[src/rtl/skeeball_pkg.sv]
// Shared types and constants for the skee-ball front end: FSM states,
// hole bit positions and default game parameters.
package skeeball_pkg;

    typedef enum logic [1:0] {
        IDLE  = 2'd0,
        PLAY  = 2'd1,
        OVER  = 2'd2,
        CLEAR = 2'd3
    } state_t;

    localparam int NUM_HOLES = 7;
    localparam int HOLE_100  = 6;
    localparam int HOLE_50   = 5;
    localparam int HOLE_40   = 4;
    localparam int HOLE_30   = 3;
    localparam int HOLE_20   = 2;
    localparam int HOLE_10   = 1;
    localparam int HOLE_0    = 0;

    localparam int DEF_BALLS    = 9;
    localparam int DEF_DEBOUNCE = 4;
    localparam int DEF_LOCKOUT  = 8;

    // Keeps only the highest-value hole; later iterations override lower bits.
    function automatic logic [NUM_HOLES-1:0] prio_onehot(input logic [NUM_HOLES-1:0] evt);
        logic [NUM_HOLES-1:0] r;
        r = '0;
        for (int i = HOLE_0; i <= HOLE_100; i++) begin
            if (evt[i]) begin
                r    = '0;
                r[i] = 1'b1;
            end
        end
        return r;
    endfunction

endpackage

[src/rtl/skeeball_debounce.sv]
// Single hole sensor conditioner: 2-flop synchronizer, saturating run-length
// counter and rising-edge detect producing a one-cycle event.
module skeeball_debounce
    import skeeball_pkg::*;
#(
    parameter int DEBOUNCE_CYCLES = DEF_DEBOUNCE
) (
    input  logic clk,
    input  logic reset,
    input  logic i_sensor,
    output logic o_evt
);

    logic       r_sync1;
    logic       r_sync2;
    logic [3:0] r_cnt;
    logic       r_lvl_d;
    logic       w_lvl;

    assign w_lvl = (r_cnt == 4'(DEBOUNCE_CYCLES));
    assign o_evt = w_lvl & ~r_lvl_d;

    always_ff @(posedge clk) begin
        if (reset) begin
            r_sync1 <= 1'b0;
            r_sync2 <= 1'b0;
            r_cnt   <= '0;
            r_lvl_d <= 1'b0;
        end else begin
            r_sync1 <= i_sensor;
            r_sync2 <= r_sync1;
            if (!r_sync2) begin
                r_cnt <= '0;
            end else if (!w_lvl) begin
                r_cnt <= r_cnt + 4'd1;
            end
            r_lvl_d <= w_lvl;
        end
    end

endmodule

[src/rtl/skeeball_game_ctrl.sv]
// Skee-ball game controller: debounces seven hole sensors, emits one-hot hit
// pulses and sequences IDLE/PLAY/OVER/CLEAR. Optional macro SKEEBALL_LOCKOUT_EN.
//
// state | meaning
// IDLE  | no game, playstate low (score cleared)
// PLAY  | counting balls, hits forwarded to accumulator
// OVER  | all balls used, score held visible, hits dropped
// CLEAR | one cycle of playstate low to wipe the score before a new game
module skeeball_game_ctrl
    import skeeball_pkg::*;
#(
    parameter int BALLS           = DEF_BALLS,
    parameter int DEBOUNCE_CYCLES = DEF_DEBOUNCE
`ifdef SKEEBALL_LOCKOUT_EN
    ,
    parameter int LOCKOUT_CYCLES  = DEF_LOCKOUT
`endif
) (
    input  logic                 clk,
    input  logic                 reset,
    input  logic                 start,
    input  logic [NUM_HOLES-1:0] sensor,
    output logic                 playstate,
    output logic [NUM_HOLES-1:0] hit,
    output logic [3:0]           balls_left,
    output logic                 game_over
);

    state_t               r_state;
    logic                 r_playstate;
    logic [NUM_HOLES-1:0] r_hit;
    logic [3:0]           r_balls;
    logic                 r_game_over;

    logic [NUM_HOLES-1:0] w_evt;
    logic [NUM_HOLES-1:0] w_sel;
    logic                 w_lock_busy;
    logic                 w_accept;

    for (genvar g = 0; g < NUM_HOLES; g++) begin : g_db
        skeeball_debounce #(
            .DEBOUNCE_CYCLES(DEBOUNCE_CYCLES)
        ) u_db (
            .clk     (clk),
            .reset   (reset),
            .i_sensor(sensor[g]),
            .o_evt   (w_evt[g])
        );
    end

    assign w_sel    = prio_onehot(w_evt);
    assign w_accept = (r_state == PLAY) && (w_evt != '0) && !w_lock_busy;

`ifdef SKEEBALL_LOCKOUT_EN
    logic [7:0] r_lock;

    assign w_lock_busy = (r_lock != 8'd0);

    // Window covers the LOCKOUT_CYCLES event cycles following an accepted one.
    always_ff @(posedge clk) begin
        if (reset || (r_state != PLAY)) begin
            r_lock <= 8'd0;
        end else if (w_accept) begin
            r_lock <= 8'(LOCKOUT_CYCLES);
        end else if (w_lock_busy) begin
            r_lock <= r_lock - 8'd1;
        end
    end
`else
    assign w_lock_busy = 1'b0;
`endif

    always_ff @(posedge clk) begin
        if (reset) begin
            r_state     <= IDLE;
            r_playstate <= 1'b0;
            r_hit       <= '0;
            r_balls     <= '0;
            r_game_over <= 1'b0;
        end else begin
            r_hit <= '0;
            case (r_state)
                IDLE: begin
                    r_playstate <= 1'b0;
                    r_game_over <= 1'b0;
                    if (start) begin
                        r_state     <= PLAY;
                        r_playstate <= 1'b1;
                        r_balls     <= 4'(BALLS);
                    end
                end
                PLAY: begin
                    r_playstate <= 1'b1;
                    if (w_accept) begin
                        r_hit <= w_sel;
                        if (r_balls != 4'd0) begin
                            r_balls <= r_balls - 4'd1;
                        end
                        if (r_balls <= 4'd1) begin
                            r_state     <= OVER;
                            r_game_over <= 1'b1;
                        end
                    end
                end
                OVER: begin
                    r_playstate <= 1'b1;
                    r_game_over <= 1'b1;
                    if (start) begin
                        r_state     <= CLEAR;
                        r_playstate <= 1'b0;
                        r_game_over <= 1'b0;
                        r_balls     <= 4'(BALLS);
                    end
                end
                CLEAR: begin
                    r_state     <= PLAY;
                    r_playstate <= 1'b1;
                    r_game_over <= 1'b0;
                    r_balls     <= 4'(BALLS);
                end
                default: begin
                    r_state     <= IDLE;
                    r_playstate <= 1'b0;
                    r_game_over <= 1'b0;
                end
            endcase
        end
    end

    assign playstate  = r_playstate;
    assign hit        = r_hit;
    assign balls_left = r_balls;
    assign game_over  = r_game_over;

endmodule

[config.mk]
export PLATFORM = sky130hd
export DESIGN_NAME = skeeball_game_ctrl
export DESIGN_NICKNAME = d
export VERILOG_FILES = /design/src/rtl/skeeball_pkg.sv /design/src/rtl/skeeball_debounce.sv /design/src/rtl/skeeball_game_ctrl.sv
export SDC_FILE = /design/constraint.sdc
export NUM_CORES = 1
export LEC_CHECK = 0
export CELL_PAD_IN_SITES_DETAIL_PLACEMENT = 0
export CELL_PAD_IN_SITES_GLOBAL_PLACEMENT = 2
export CORE_UTILIZATION = 40
export DETAILED_ROUTE_END_ITERATION = 8
export PLACE_DENSITY_LB_ADDON = 0.1
export SYNTH_ARGS = -nofsm -noshare
export SYNTH_HDL_FRONTEND = slang
export SYNTH_HIERARCHICAL = 1
export SYNTH_SLANG_ARGS = --single-unit
[constraint.sdc]
create_clock -name clk -period 4.2 [get_ports clk]
set_clock_uncertainty 0.1 [all_clocks]
set_input_delay 1.05 -clock clk [delete_from_list [all_inputs] [get_ports clk]]
set_output_delay 1.05 -clock clk [all_outputs]
set_load 0.02 [all_outputs]
==> run_results.csv, run 1 <==
group,metric,value,unit
status,run_status,"finished clean",
critical_path,critical_path.top_delay_family,"buffers and inverters",
critical_path,crit_fanout,6,
critical_path,critPathCapture,"balls_left[3]",
synth,yosys.area.top_type,"sky130_fd_sc_hd__dfxtp_1",
clock_network,cts_resized,0,
timing,max_slew.worst_pin.slew,0.603,ns
clock_network,cts.htree.levels,3,
synth,postSynthCellCount,292,
die,num_io_pins,23,
timing,hold_violations,0,
synth,synth_fp_nets,324,
synth,ys.flop_type,"sky130_fd_sc_hd__dfxtp_1",
clock_network,clk_pin_slew_worst_paths,0.07,ns
timing,min_period,2.56,ns
drt,routedWlPerCell,11.6,um
synth,synth_seq_area_share,43.1,%
die,initial_core_util,41.2,%
synth,yosys_register_bits,64,
critical_path,timing.reg2reg.worst_path_depth,8,
drt,num_vias,2100,
grt,grt_pass1_vias,1842,
die,die_x,88.2,um
synth,synth-edff-count,0,
clock_network,cts_made_buffers,9,
pwr,power.density_cell_area,439,nW/um^2
synth,synth.top_cells.by_area,"sky130_fd_sc_hd__dfxtp_1 (43%), sky130_fd_sc_hd__ha_1 (9.3%), sky130_fd_sc_hd__nand3b_1 (9.1%)",
drt,detail-route-antenna-nets,0,
finish,post_route_cells_drive_above_1_share,6.69,%
critical_path,path_class,"reg2out",
timing,max_slew_margin,59.8,%
critical_path,worst_r2r_startpoint,"g_db[1].u_db/r_cnt[0]$_SDFFE_PP0P_",
grt,largest_net_degree_at_the_start_of_global_routing,45,
critical_path,ff2ff_setup_slack,1.96,ns
finish,num-nets-final,356,
critical_path,critPathCaptureType,"primary output",
drt,iteration_0_drc_count_of_the_detailed_router,75,
finish,postLayoutCoreUtil,49.4,%
synth,synth_top_area_share,43.1,%
critical_path,slowest_stage,"sky130_fd_sc_hd__clkdlybuf4s50_1",
drt,vias_cell,4.91,
die,die-height,88.2,um
timing,max_clock_freq,391,MHz
clock_network,clk-insertion-delay-late,0.34,ns
timing,hold_ws,0.341,ns
critical_path,critical_path.max_stage_delay,0.64,ns
placed_design,placed_area,3310,um^2
pwr,vdd_ir_drop_max,0.000157,V
timing,setup_tns,0,ns
clock_network,tritoncts,"built",
timing,layout_worst_path_cycle_share,60.9,%
flow_run,max_cap_violations,0,
die,std_cell_rows,31,
finish,layout_commonest_cell,"sky130_fd_sc_hd__dfxtp_1",
finish,final_cell_area,3570,um^2
finish,synthToLayoutAreaGrowth,19.9,%
grt,overflow,0,
critical_path,crit_required,3.05,ns
critical_path,worstPathCellList,"clkdlybuf4s50_1",
finish,final_cell_mix,"sky130_fd_sc_hd__dfxtp_1 (64), sky130_fd_sc_hd__nand3b_1 (36), sky130_fd_sc_hd__inv_1 (22), sky130_fd_sc_hd__mux2i_1 (22), sky130_fd_sc_hd__ha_1 (22)",
timing,report.final.setup_viol,0,
synth,synth-warning-count,6,
drt,drc,0,
clock_network,cts_hold_repair.buffers,0,
clock_network,ctsRootBufferMaster,"sky130_fd_sc_hd__clkbuf_8",
critical_path,worstSetupStartpoint,"balls_left[3]$_SDFFE_PP0P_",
synth,syn-cell-area,2970,um^2
pwr,post-layout-total-power,1.57,mW
critical_path,timing.rr.end,"r_state[0]$_SDFFE_PP0P_",
critical_path,worst-path-stages,1,
grt,grt_antenna_before_repair,0,
die,core_area,7210,um^2
grt,grt_pass1_wl,8.30,mm
clock_network,clkSinkCount,64,
synth,async_set_reset_flop_share_out_of_synthesis,0,%
placed_design,port_buffers,22,
placed_design,gp_routability_congestion,0.730,
critical_path,timing.critical_path.arrival,1.41,ns
critical_path,crit_buf_inv,1,
timing,maxSlewViolCount,0,
synth,netlist-cell-type-count,40,
clock_network,ctsLongestPathBuffers,2,
worst_hold_path,worst_hold_path_type,"reg2reg",
clock_network,post_cts_setup_repair_bufs,0,
grt,gr-usage-all-layers,14.1,%
synth,post_synthesis_area_per_instance,10.2,um^2
placed_design,hpwl,3.40,mm
die,die_area,7780,um^2
drt,1st_pass_router_iterations,4,
critical_path,crit_path_start_kind,"register",
timing,rsz_0062_raised_after_global_routing,"no",
drt,drt-total-wl,4.95,mm
finish,insertedDiodeCount,0,
pwr,leakage_power,1.33,nW
==> stage by stage <==
stage	std cells	setup WS, ns
final	428	1.64
after global routing	428	1.58
after global placement	412	1.57
after CTS	428	1.63
after floorplan	292	2.18
after detailed placement	412	1.58
==> area by class of cell <==
cell class                      count  area [um^2]
Clock buffer                       11          151
Clock inverter                      5          103
Fill cell                         703         3650
Inverter                           22         82.6
Multi-Input combinational cell    204         1600
Sequential cell                    64         1280
Tap cell                           99          124
Timing Repair Buffer               23          223
==> worst min-delay path by stage <==
| stage | from | to | slack (ns) | depth (start not counted) |
|---|---|---|---|---|
| 2_1_floorplan | g_db[0].u_db/r_sync1$_SDFF_PP0_ | g_db[0].u_db/r_sync2$_SDFF_PP0_ | 0.31 | 1 |
| 6_report | g_db[3].u_db/r_sync1$_SDFF_PP0_ | g_db[3].u_db/r_sync2$_SDFF_PP0_ | 0.34 | 1 |
| 4_1_cts | g_db[3].u_db/r_sync1$_SDFF_PP0_ | g_db[3].u_db/r_sync2$_SDFF_PP0_ | 0.35 | 1 |
| 3_3_place_gp | g_db[0].u_db/r_sync1$_SDFF_PP0_ | g_db[0].u_db/r_sync2$_SDFF_PP0_ | 0.32 | 1 |
| 3_5_place_dp | g_db[6].u_db/r_sync1$_SDFF_PP0_ | g_db[6].u_db/r_sync2$_SDFF_PP0_ | 0.33 | 1 |
| 5_1_grt | g_db[3].u_db/r_sync1$_SDFF_PP0_ | g_db[3].u_db/r_sync2$_SDFF_PP0_ | 0.36 | 1 |
==> Yosys cell counts (all sizes together), types with 2 or more instances <==
master	n
nand3	7
nor2b	16
ha	22
a21oi	11
nor3	2
nor4	3
dfxtp	64
nand3b	36
or4b	7
and3b	7
mux2i	22
nor2	21
or2b	7
or3b	7
nand2	4
nor3b	3
xnor2	7
nor4b	2
inv	22
nand2b	4
==> flip-flops by register name, indices dropped and copies added (netlist names) <==
| signal | cells |
|---|---|
| playstate | 1 |
| g_db.u_db/r_cnt | 28 |
| r_state | 2 |
| hit | 7 |
| balls_left | 4 |
| game_over | 1 |
| g_db.u_db/r_sync1 | 7 |
| g_db.u_db/r_sync2 | 7 |
| g_db.u_db/r_lvl_d | 7 |
==> logic make-up (layout without fill, tap and decap cells) <==
logic type / Yosys count / count (layout) / share of synthesized area [%]
and+or+nand+nor: 131 / 131 / 29.8
muxes: 23 / 23 / 7.78
buffers and inverters: 24 / 61 / 3.07
AOI/OAI and AO/OA: 21 / 21 / 4.96
DFF: 64 / 64 / 43.1
adders and majority gates: 22 / 22 / 9.26
xor gates and xnor gates: 7 / 7 / 2.06
==> layer usage <==
metal	vias up	wire, um	track usage, %
li1	1084	-	-
met1	954	2460	18.3
met2	46	2180	21.1
met3	16	187	3.36
met4	0	127	8.94
met5	-	0	0
==> power breakdown <==
group / switching [mW] / total, mW / internal, mW / leakage [nW]
Clock: 0.238 / 0.663 / 0.426 / 0.126
Combinational: 0.126 / 0.233 / 0.107 / 0.680
Sequential: 0.0304 / 0.669 / 0.639 / 0.521
Total: 0.394 / 1.57 / 1.17 / 1.33
Note: power is estimated with default switching activity, not from simulation.
==> inputs of run 2 (changes only) <==
- CORE_UTILIZATION: 40 -> 37
- clock period: 4.2 -> 2.4 ns (I/O delays scaled with it)
==> run_results.csv, run 2 (synthesis gave the netlist of run 1 again) <==
group,metric,value,unit
critical_path,path_class,"reg2reg",
die,num_io_pins,23,
timing,setup_tns,0,ns
pwr,share_of_power_burned_in_the_clock_network,35.2,%
finish,final_cell_mix,"sky130_fd_sc_hd__dfxtp_1 (64), sky130_fd_sc_hd__nand3b_1 (36), sky130_fd_sc_hd__inv_1 (22), sky130_fd_sc_hd__mux2i_1 (22), sky130_fd_sc_hd__ha_1 (22)",
placed_design,gp_routability_congestion,0.736,
critical_path,timing.critical_path.arrival,2.31,ns
critical_path,crit_buf_inv,1,
drt,iteration_0_drc_count_of_the_detailed_router,38,
pwr,comb_power_share,16.8,%
critical_path,critical_path.top_delay_family,"simple AND/OR/NAND/NOR gates",
status,run_status,"finished clean",
clock_network,ctsLongestPathBuffers,2,
grt,gr-usage-all-layers,14.2,%
clock_network,tritoncts,"built",
critical_path,crit_required,2.52,ns
timing,rsz_0062_raised_after_global_routing,"no",
pwr,power.sequential.fraction,48.0,%
grt,met3_usage,3.65,%
grt,grt_most_used_layer,"met2",
timing,max_slew_margin,73.7,%
critical_path,slowest_stage,"sky130_fd_sc_hd__or4_1",
clock_network,cts.htree.levels,3,
die,die-height,91.7,um
critical_path,critPathCaptureType,"register",
drt,drc,0,
finish,post_route_cells_drive_above_1_share,7.53,%
timing,min_period,2.19,ns
pwr,leakage_power,1.31,nW
worst_hold_path,worst_hold_path_type,"reg2reg",
pwr,post-layout-total-power,2.44,mW
placed_design,port_buffers,22,
clock_network,cts_made_buffers,9,
clock_network,clk-insertion-delay-late,0.33,ns
pwr,cell_internal_pwr,1.77,mW
finish,largest_register_ff_count,28,
flow_run,max_cap_violations,0,
grt,globalRouteMet1Util,18.6,%
die,die_x,91.7,um
finish,num-nets-final,359,
die,std_cell_rows,32,
grt,grt_pass1_vias,2004,
pwr,switching_power,0.671,mW
grt,grtUsageMet2,21.5,%
pwr,power.density_cell_area,689,nW/um^2
critical_path,critical_path.max_stage_delay,0.50,ns
pwr,vdd_ir_drop_max,0.000237,V
drt,1st_pass_router_iterations,4,
clock_network,ctsRootBufferMaster,"sky130_fd_sc_hd__clkbuf_8",
finish,top_register,"g_db.u_db/r_cnt",
timing,max_clock_freq,457,MHz
clock_network,cts_resized,0,
timing,report.final.setup_viol,0,
timing,maxSlewViolCount,0,
drt,routedWlPerCell,11.9,um
grt,grt_antenna_before_repair,0,
finish,multi_input_comb_area,1610,um^2
drt,drt-total-wl,5.17,mm
placed_design,hpwl,3.56,mm
finish,layout_commonest_cell,"sky130_fd_sc_hd__dfxtp_1",
grt,grt_pass1_wl,9.40,mm
clock_network,clkSinkCount,64,
clock_network,clk_pin_slew_worst_paths,0.07,ns
clock_network,post_cts_setup_repair_bufs,0,
finish,nFillCells,764,
die,die_area,8400,um^2
critical_path,worstPathCellList,"inv_1 -> ha_1 -> nand3b_1 -> nor2_1 -> nor4_4 -> a21o_1 -> or4_1 -> o311a_1",
timing,layout_worst_path_cycle_share,91.2,%
grt,overflow,0,
drt,detail-route-antenna-nets,0,
timing,max_slew.worst_pin.slew,0.393,ns
timing,hold_violations,0,
grt,largest_net_degree_at_the_start_of_global_routing,51,
drt,num_vias,2040,
critical_path,crit_fanout,5,
drt,vias_cell,4.70,
die,core_area,7770,um^2
pwr,power.share.switching,27.5,%
finish,insertedDiodeCount,0,
finish,synthToLayoutAreaGrowth,19.1,%
finish,final-seq-area,1280,um^2
die,initial_core_util,38.3,%
critical_path,crit_path_start_kind,"register",
clock_network,cts_hold_repair.buffers,0,
==> run 2: power by group through the flow <==
stage	registers, mW	clock network, mW	logic (mW)
2_1_floorplan	1.21	0	0.250
3_5_place_dp	1.20	0	0.416
4_1_cts	1.17	0.900	0.419
5_1_grt	1.18	0.959	0.461
3_3_place_gp	1.20	0	0.420
6_report	1.17	0.859	0.409
==> run 2: through the flow <==
| stage | utilization [%] | instances | worst slack (ns) | hold WS [ns] | instance area, um^2 |
|---|---|---|---|---|---|
| after global routing | 45.6 | 434 | 0.0475 | 0.357 | 3540 |
| after global placement | 43.1 | 418 | 0.154 | 0.316 | 3350 |
| after floorplan | - | 292 | 0.376 | 0.314 | 2970 |
| final | 45.6 | 434 | 0.212 | 0.335 | 3540 |
| after detailed placement | 43.1 | 418 | 0.164 | 0.324 | 3350 |
| after CTS | 45.5 | 434 | 0.154 | 0.340 | 3540 |
==> run 2: worst paths after layout <==
check,cells after the start,to,slack (ns),from
hold reg to reg,1,g_db[3].u_db/r_sync2$_SDFF_PP0_,0.33,g_db[3].u_db/r_sync1$_SDFF_PP0_
setup / recovery,8,balls_left[3]$_SDFFE_PP0P_,0.21,g_db[5].u_db/r_cnt[0]$_SDFFE_PP0P_
hold / removal,1,g_db[3].u_db/r_sync2$_SDFF_PP0_,0.33,g_db[3].u_db/r_sync1$_SDFF_PP0_
setup reg to reg,8,balls_left[3]$_SDFFE_PP0P_,0.21,g_db[5].u_db/r_cnt[0]$_SDFFE_PP0P_
==> run 2: metal layers <==
layer / wire length [um] / share of wire [%]
met3: 143 / 2.8
met5: 0 / 0
met4: 65 / 1.3
met2: 2170 / 42
met1: 2790 / 54
==> run 2: layout make-up <==
| class | count | share of cell area [%] |
|---|---|---|
| multi-input combinational | 204 | 45.4 |
| timing repair buffer | 26 | 7.27 |
| sequential | 64 | 36.2 |
| tap | 102 | 3.60 |
| inverter | 22 | 2.33 |
| clock buffer | 14 | 4.87 |
| clock inverter | 2 | 0.353 |
==> run 2: worst register-to-register path, cell delays in order (launching register included) <==
cell	delay, ns
sky130_fd_sc_hd__dfxtp_1	0.35
sky130_fd_sc_hd__inv_1	0.07
sky130_fd_sc_hd__ha_1	0.17
sky130_fd_sc_hd__nand3b_1	0.13
sky130_fd_sc_hd__nor2_1	0.30
sky130_fd_sc_hd__nor4_4	0.11
sky130_fd_sc_hd__a21o_1	0.21
sky130_fd_sc_hd__or4_1	0.50
sky130_fd_sc_hd__o311a_1	0.13
==> inputs of run 3 (changes only) <==
- CORE_UTILIZATION: 37 -> 40
- SKIP_LAST_GASP: unset -> 1
- clock period: 2.4 -> 2.8 ns (I/O delays scaled with it)
==> run_results.csv, run 3 (synthesis gave the netlist of run 1 again) <==
group,metric,value,unit
finish,instances_no_fill,429,
placed_design,port_buffers,22,
timing,max_slew.worst_pin.slew,0.565,ns
drt,1st_pass_router_iterations,4,
finish,postLayoutCoreUtil,48.8,%
placed_design,post-place-ws,0.518,ns
critical_path,path_class,"reg2reg",
clock_network,cts_resized,0,
drt,drc,0,
die,die-height,88.2,um
clock_network,cts_hold_repair.buffers,0,
timing,min_period,2.22,ns
critical_path,crit_fanout,5,
finish,insertedDiodeCount,0,
timing,max_slew_margin,62.4,%
finish,synthToLayoutAreaGrowth,18.3,%
timing,max_clock_freq,450,MHz
grt,gr-usage-all-layers,14.2,%
pwr,switching_power,0.566,mW
clock_network,clk_pin_slew_worst_paths,0.07,ns
die,die_area,7780,um^2
timing,maxSlewViolCount,0,
drt,routedWlPerCell,11.2,um
pwr,cell_internal_pwr,1.52,mW
clock_network,tritoncts,"built",
clock_network,ctsRootBufferMaster,"sky130_fd_sc_hd__clkbuf_8",
clock_network,cts.htree.levels,3,
clock_network,ctsLongestPathBuffers,2,
drt,drt-total-wl,4.82,mm
finish,multi_input_comb_area,1600,um^2
die,core_area,7210,um^2
pwr,power.sequential.fraction,48.2,%
clock_network,clkSinkCount,64,
pwr,power.share.switching,27.2,%
placed_design,gp_routability_congestion,0.725,
finish,nFillCells,709,
timing,report.final.setup_viol,0,
finish,layout_commonest_cell,"sky130_fd_sc_hd__dfxtp_1",
grt,grt_antenna_before_repair,0,
critical_path,critical_path.top_delay_family,"simple AND/OR/NAND/NOR gates",
finish,final-seq-area,1280,um^2
critical_path,crit_buf_inv,1,
pwr,power.density_cell_area,592,nW/um^2
pwr,leakage_power,1.30,nW
grt,overflow,0,
finish,num-nets-final,357,
worst_hold_path,worst_hold_path_type,"reg2reg",
drt,iteration_0_drc_count_of_the_detailed_router,84,
timing,hold_ws,0.338,ns
clock_network,cts_made_buffers,9,
timing,rsz_0062_raised_after_global_routing,"no",
clock_network,clk-insertion-delay-late,0.34,ns
pwr,vdd_ir_drop_max,0.000243,V
finish,top_register,"g_db.u_db/r_cnt",
grt,grt_pass1_vias,1925,
die,num_io_pins,23,
status,run_status,"finished clean",
critical_path,critical_path.max_stage_delay,0.52,ns
critical_path,worstPathCellList,"inv_1 -> ha_1 -> nand3b_1 -> nor2_1 -> nor4_4 -> a21o_1 -> or4_1 -> o311a_1",
timing,finalWorstSetupSlack,0.577,ns
die,std_cell_rows,31,
drt,vias_cell,4.81,
finish,post_route_cells_drive_above_1_share,6.36,%
clock_network,post_cts_setup_repair_bufs,0,
placed_design,post-place-cells,413,
placed_design,hpwl,3.34,mm
critical_path,slowest_stage,"sky130_fd_sc_hd__or4_1",
die,die_x,88.2,um
grt,grt_pass1_wl,8.49,mm
critical_path,timing.critical_path.arrival,2.34,ns
critical_path,crit_required,2.92,ns
critical_path,crit_path_start_kind,"register",
die,initial_core_util,41.2,%
grt,largest_net_degree_at_the_start_of_global_routing,35,
pwr,share_of_power_burned_in_the_clock_network,35.1,%
flow_run,max_cap_violations,0,
timing,layout_worst_path_cycle_share,79.4,%
drt,num_vias,2063,
timing,hold_violations,0,
timing,setup_tns,0,ns
critical_path,critPathCaptureType,"register",
pwr,comb_power_share,16.8,%
finish,final_cell_mix,"sky130_fd_sc_hd__dfxtp_1 (64), sky130_fd_sc_hd__nand3b_1 (36), sky130_fd_sc_hd__inv_1 (22), sky130_fd_sc_hd__mux2i_1 (22), sky130_fd_sc_hd__ha_1 (22)",
finish,largest_register_ff_count,28,
drt,detail-route-antenna-nets,0,
[run 3: metal layers]
metal,part of all wire (%),GRT usage [%]
met5,0,0
met3,3.1,3.36
met1,51,18.3
met4,2.8,9.82
met2,43,21.1
[run 3: final cells by class]
type                       count  share of cell area, %
timing repair buffer          24                   6.90
clock inverter                 2                  0.356
clock buffer                  14                   4.91
multi-input combinational    204                   45.5
sequential                    64                   36.4
tap                           99                   3.52
inverter                      22                   2.35
[run 3: metrics by stage]
step / power, mW / cell area (um^2)
after floorplan: 1.25 / 2970
after global placement: 1.38 / 3330
after detailed placement: 1.38 / 3330
after CTS: 2.13 / 3520
after global routing: 2.21 / 3520
final: 2.08 / 3520
[run 3: worst paths after layout]
path | start | end | slack, ns | cells past startpoint
setup / recovery | g_db[6].u_db/r_cnt[0]$_SDFFE_PP0P_ | balls_left[3]$_SDFFE_PP0P_ | 0.58 | 8
hold / removal | g_db[2].u_db/r_sync1$_SDFF_PP0_ | g_db[2].u_db/r_sync2$_SDFF_PP0_ | 0.34 | 1
setup reg to reg | g_db[6].u_db/r_cnt[0]$_SDFFE_PP0P_ | balls_left[3]$_SDFFE_PP0P_ | 0.58 | 8
hold reg to reg | g_db[2].u_db/r_sync1$_SDFF_PP0_ | g_db[2].u_db/r_sync2$_SDFF_PP0_ | 0.34 | 1
[run 3: power by group through the flow]
stage	Clock, mW	Sequential [mW]	Combinational [mW]
floorplan	0	1.04	0.215
global placement	0	1.02	0.357
detailed placement	0	1.02	0.354
CTS	0.766	1.00	0.356
global route	0.801	1.01	0.399
finish	0.730	1.00	0.349
[run 3: worst register-to-register path: stages (launching register included)]
cell and delay (ns):
sky130_fd_sc_hd__dfxtp_1 0.35, sky130_fd_sc_hd__inv_1 0.08, sky130_fd_sc_hd__ha_1 0.18, sky130_fd_sc_hd__nand3b_1 0.12, sky130_fd_sc_hd__nor2_1 0.33, sky130_fd_sc_hd__nor4_4 0.10
sky130_fd_sc_hd__a21o_1 0.20, sky130_fd_sc_hd__or4_1 0.52, sky130_fd_sc_hd__o311a_1 0.14
